==> config.mk <==
export PLATFORM = sky130hd
export DESIGN_NAME = turn_input_queue
export DESIGN_NICKNAME = d
export VERILOG_FILES = /design/src/rtl/snake_pkg.sv /design/src/rtl/key_debouncer.sv /design/src/rtl/turn_input_queue.sv
export SDC_FILE = /design/constraint.sdc
export NUM_CORES = 1
export LEC_CHECK = 0
export CAP_MARGIN = 15
export CORE_MARGIN = 2
export CORE_UTILIZATION = 35
export CTS_CLUSTER_SIZE = 14
export DETAILED_ROUTE_END_ITERATION = 8
export GPL_TIMING_DRIVEN = 0
export PLACE_DENSITY_LB_ADDON = 0.3
export SYNTH_ARGS = -nofsm -noshare
export SYNTH_HDL_FRONTEND = slang
export SYNTH_HIERARCHICAL = 1
export SYNTH_SLANG_ARGS = --single-unit
==> constraint.sdc <==
create_clock -name clock_25 -period 4.22 [get_ports clock_25]
set_input_delay 0.422 -clock clock_25 [delete_from_list [all_inputs] [get_ports clock_25]]
set_output_delay 0.422 -clock clock_25 [all_outputs]
set_load 0.1 [all_outputs]
==> src/rtl/snake_pkg.sv <==
// snake_pkg: shared turn encoding and debounce defaults for the snake game blocks
package snake_pkg;
  typedef enum logic {TURN_LEFT = 1'b0, TURN_RIGHT = 1'b1} turn_t;
  localparam int DEBOUNCE_BITS_DEFAULT = 18;
endpackage

==> src/rtl/key_debouncer.sv <==
// key_debouncer: 2-FF synchronizer plus stable-time debouncer; pulses press on a debounced fall
module key_debouncer #(
  parameter int BITS = 4
) (
  input  logic clock_25,
  input  logic reset,
  input  logic key_n,
  output logic press
);
  logic r_meta, r_sync, r_stable;
  logic [BITS-1:0] r_cnt;
  logic w_flip;
  assign w_flip = (r_sync != r_stable) && (&r_cnt);
  assign press = w_flip && !r_sync;
  // any sample matching the stable level restarts the count, so bounces never accumulate
  always_ff @(posedge clock_25 or negedge reset)
    if (!reset) begin
      r_meta   <= 1'b1;
      r_sync   <= 1'b1;
      r_stable <= 1'b1;
      r_cnt    <= '0;
    end else begin
      r_meta <= key_n;
      r_sync <= r_meta;
      r_cnt  <= (r_sync == r_stable || w_flip) ? '0 : r_cnt + BITS'(1);
      if (w_flip) r_stable <= r_sync;
    end
endmodule

==> src/rtl/turn_input_queue.sv <==
// turn_input_queue: debounces the two turn keys and queues turns, one consumed per game_tik
module turn_input_queue
  import snake_pkg::*;
#(
  parameter int DEBOUNCE_BITS = DEBOUNCE_BITS_DEFAULT,
  parameter int QUEUE_DEPTH   = 2
) (
  input  logic                             clock_25,
  input  logic                             reset,
  input  logic                             key_right_n,
  input  logic                             key_left_n,
  input  logic                             game_tik,
  input  logic                             sync_reset,
  output logic                             right_P,
  output logic                             left_P,
  output logic [$clog2(QUEUE_DEPTH+1)-1:0] queue_count,
  output logic                             dropped
);
  localparam int PW = $clog2(QUEUE_DEPTH);
  localparam int CW = $clog2(QUEUE_DEPTH+1);
  localparam logic [CW-1:0] FULL = CW'(QUEUE_DEPTH);
  logic w_press_r, w_press_l;
  key_debouncer #(.BITS(DEBOUNCE_BITS)) u_right (
    .clock_25(clock_25), .reset(reset), .key_n(key_right_n), .press(w_press_r)
  );
  key_debouncer #(.BITS(DEBOUNCE_BITS)) u_left (
    .clock_25(clock_25), .reset(reset), .key_n(key_left_n), .press(w_press_l)
  );
  turn_t r_mem [QUEUE_DEPTH];
  logic [PW-1:0] r_rd, r_wr, w_rd_n;
  logic [CW-1:0] r_count, w_count_n;
  logic r_right, r_left, r_dropped;
  logic w_one, w_pop, w_push, w_drop;
  turn_t w_turn, w_head;
  // when no older entry survives the pop, the new press itself becomes the head
  always_comb begin
    w_one     = w_press_r ^ w_press_l;
    w_turn    = w_press_r ? TURN_RIGHT : TURN_LEFT;
    w_pop     = game_tik && r_count != '0;
    w_push    = w_one && (r_count != FULL || w_pop);
    w_drop    = (w_press_r && w_press_l) || (w_one && !w_push);
    w_rd_n    = r_rd + PW'(w_pop);
    w_count_n = r_count + CW'(w_push) - CW'(w_pop);
    w_head    = (r_count == CW'(w_pop)) ? w_turn : r_mem[w_rd_n];
  end
  always_ff @(posedge clock_25)
    if (w_push && !sync_reset) r_mem[r_wr] <= w_turn;
  always_ff @(posedge clock_25 or negedge reset)
    if (!reset) begin
      r_rd      <= '0;
      r_wr      <= '0;
      r_count   <= '0;
      r_right   <= 1'b0;
      r_left    <= 1'b0;
      r_dropped <= 1'b0;
    end else if (sync_reset) begin
      r_rd      <= '0;
      r_wr      <= '0;
      r_count   <= '0;
      r_right   <= 1'b0;
      r_left    <= 1'b0;
      r_dropped <= 1'b0;
    end else begin
      r_rd      <= w_rd_n;
      r_wr      <= r_wr + PW'(w_push);
      r_count   <= w_count_n;
      r_right   <= w_count_n != '0 && w_head == TURN_RIGHT;
      r_left    <= w_count_n != '0 && w_head == TURN_LEFT;
      r_dropped <= w_drop;
    end
  assign right_P     = r_right;
  assign left_P      = r_left;
  assign queue_count = r_count;
  assign dropped     = r_dropped;
endmodule

==> run metrics <==
status=finished clean; crit path capture type=flop; CORE AREA=6830 um^2; Required @ worst endpoint=around 4400 ps; Final setup violation count=0; crit start category=flop; hold buffers post-CTS=0; Syn Nets=245; Slowest cell on crit path=nor4_1; die area=7770 um^2; height of the chip=88.2 um; WP buf/inv=1; Via-to-Cell Ratio=5.00; leading cell types in the layout, fill and taps excluded=dfrtp_1 (43), nor2_1 (36), xnor2_1 (17), nand3_1 (16), xor2_1 (13); gp weighted congestion=0.783; Synth Warn #=6; Hold Vio Cnt, Final=0; delay-heaviest family, CP=simple AND/OR/NAND/NOR gates; final period utilization=a little over four fifths; total number of vias=1745; Worst VDD drop=0.000151 V; Max Clock Freq=281 MHz; Max Cap Violations=0; crit path DAT=3740 ps; CTS tree=built; P per Cell Area=approximately 300 nW/um^2; Buffers on Ports=10; Reg clk slew, reported paths=90 ps; sequential cell area fraction in the yosys report=52.2%; RSZ-0062 raised after global routing=no; minimum clock period=between 3000 and 4000 ps; Row Count=30; Die Wd=88.2 um; most common cell after layout, fill and taps aside=dfrtp_1; initial antenna violation count=0; Wirelength per Cell=approximately 13 um; Overflow after GRT=0; Diodes inserted=0; total CTS buffers=5; Detailed Route Iter0 Violations=84; CP peak stage delay=between 600 and 700 ps; Final TNS setup=0 ps; vias in the first global route=approximately 1700; Post-Syn Instances=234; mean post-synth cell area=roughly 11 um^2; Initial Util=36.3%; Final #Nets=263; ANT nets after route=0; area grow syn2layout=12.9%; post-synth cell types=37; most numerous cell on the critical path=ha_1; clk_skew=6.38 ps; setup bufs post-CTS=0; Slew Viols, Final=0; Design Area, Final=2800 um^2; fraction of layout cells with a size suffix above 1=12.3%; HPWL after DPL=around 3200 um; Yosys reg bits=51; first-pass detailed-route iteration total=4; worst-path fanout max=6; clock latency at the later pin of the worst-skew pair=around 300 ps; DRT Wirelength=4450 um; CTS max path bufs=2; Num Clock Sinks=51; Setup CP Type=reg2reg; # DRC=0; largest net degree at the start of global routing=34; slew margin rel.=34.8%; CTS Root Cell=clkbuf_8; H-tree levels=2; cells along the critical path=nand4_2 > nor4_1 > nand3_1 > nor3b_1 > ha_1 > nand2b_1 > ha_1 > inv_1 > ha_1 > xor3_2 > o21bai_2 > a211oi_2; first-pass GRT wire length=approximately 7700 um; worst slew pin tran=975 ps; Hold Path Class=in2async; # resized after CTS=0; # IOs=11; Fin Hold WS=35.5 ps; Placed Area=between 2000 and 3000 um^2; Pleak=1.13 nW; synthesized cell area=~2500 um^2; GRT Util Overall=12.8%
## routing by layer
layer	GRT usage (%)	wire (um)	vias to the layer above
met4	4.55	70	0
met5	0	0	-
met1	16.3	2110	849
met3	3.11	119	6
met2	21.3	2150	25
li1	-	-	865
## layout make-up
cell class / count / area [um^2]
fillers: 685 / 4030
flip-flops and latches: 51 / 1290
multi-input cells: 173 / 1140
well taps: 96 / 120
repair buffers: 11 / 115
clock buffers: 6 / 72.6
inverters: 6 / 22.5
plain buffers: 4 / 20.0
clock inverters: 2 / 12.5
## synth_stat cells
cell | count | area share [%]
ha_1 | 5 | 2.5
nand2_1 | 12 | 1.8
nand4_1 | 8 | 2.0
o31ai_1 | 4 | 1.2
buf_2 | 4 | 0.81
and2_1 | 2 | 0.50
a21oi_1 | 6 | 1.2
xor3_2 | 1 | 1.0
a211oi_2 | 2 | 1.0
xor2_1 | 13 | 4.6
nor2_1 | 36 | 5.4
xnor2_1 | 17 | 6.0
and4_2 | 2 | 0.81
or3_1 | 3 | 0.76
nor3b_1 | 4 | 1.2
o21bai_2 | 1 | 0.45
edfxtp_1 | 2 | 2.4
inv_1 | 6 | 0.91
dfrtp_1 | 43 | 43
mux2_1 | 1 | 0.45
o21ai_0 | 3 | 0.61
nand3_1 | 16 | 3.2
mux2i_1 | 1 | 0.40
nand4_2 | 2 | 1.0
dfstp_2 | 6 | 6.4
nand2b_1 | 1 | 0.25
nor2b_1 | 4 | 1.0
and4_1 | 2 | 0.71
a211oi_1 | 2 | 0.61
a21o_1 | 1 | 0.30
nor3_1 | 5 | 1.0
a31o_2 | 2 | 0.71
a32o_1 | 2 | 0.81
or4_1 | 4 | 1.2
nor4_1 | 8 | 2.0
mux2_2 | 2 | 0.91
o21a_1 | 1 | 0.30
## stage by stage
stage | utilization, % | std cells | power (W) | worst slack [ps]
6_report | 41.0 | 349 | 0.000816 | 666
5_1_grt | 41.0 | 349 | 0.000862 | 371
4_1_cts | 41.0 | 349 | 0.000831 | 639
3_5_place_dp | 39.7 | 341 | 0.000554 | 664
3_3_place_gp | 39.5 | 340 | 0.000552 | 715
2_1_floorplan | - | 234 | 0.000531 | 1220
## report_power, final
part / internal (W) / total, W / switching, W
clock: 0.000116 / 0.000273 / 0.000157
sequential: 0.000499 / 0.000506 / 0.00000708
combinational: 0.0000132 / 0.0000369 / 0.0000238
## worst paths after layout
kind	start	endpoint	slack, ps	depth (start not counted)
setup / recovery	u_right/r_cnt[5]$_DFF_PN0_	right_P$_DFF_PN0_	670	12
hold / removal	reset	left_P$_DFF_PN0_	40	1
setup reg to reg	u_right/r_cnt[5]$_DFF_PN0_	right_P$_DFF_PN0_	670	12
hold reg to reg	u_right/r_meta$_DFF_PN1_	u_right/r_sync$_DFF_PN1_	350	0
max in group asynchronous	reset	u_left/r_stable$_DFFE_PN1P_	3610	2
min in group clock_25	u_right/r_meta$_DFF_PN1_	u_right/r_sync$_DFF_PN1_	350	0
## cells by family (layout without fill, tap and decap cells)
family | Yosys count | count (layout) | share of synthesized area (%)
AND/OR/NAND/NOR | 109 | 109 | 23.0
buffers and inverters | 10 | 29 | 1.72
multiplexers | 4 | 4 | 1.77
AO/OA/AOI/OAI | 24 | 24 | 7.21
adder cells (fa/ha/maj) | 5 | 5 | 2.52
XOR/XNOR | 31 | 31 | 11.6
flip-flops | 51 | 51 | 52.2
## flip-flops by register name, indices dropped and copies added (netlist names)
signal and cells:
queue_count 2, u_right/r_cnt 18, u_left/r_stable 1, r_rd 1, right_P 1, u_left/r_sync 1, dropped 1, u_right/r_stable 1
u_right/r_meta 1, u_left/r_meta 1, r_wr 1, u_right/r_sync 1, left_P 1, u_left/r_cnt 18, r_mem 2
No activity file was read; power rests on OpenSTA's default activity.
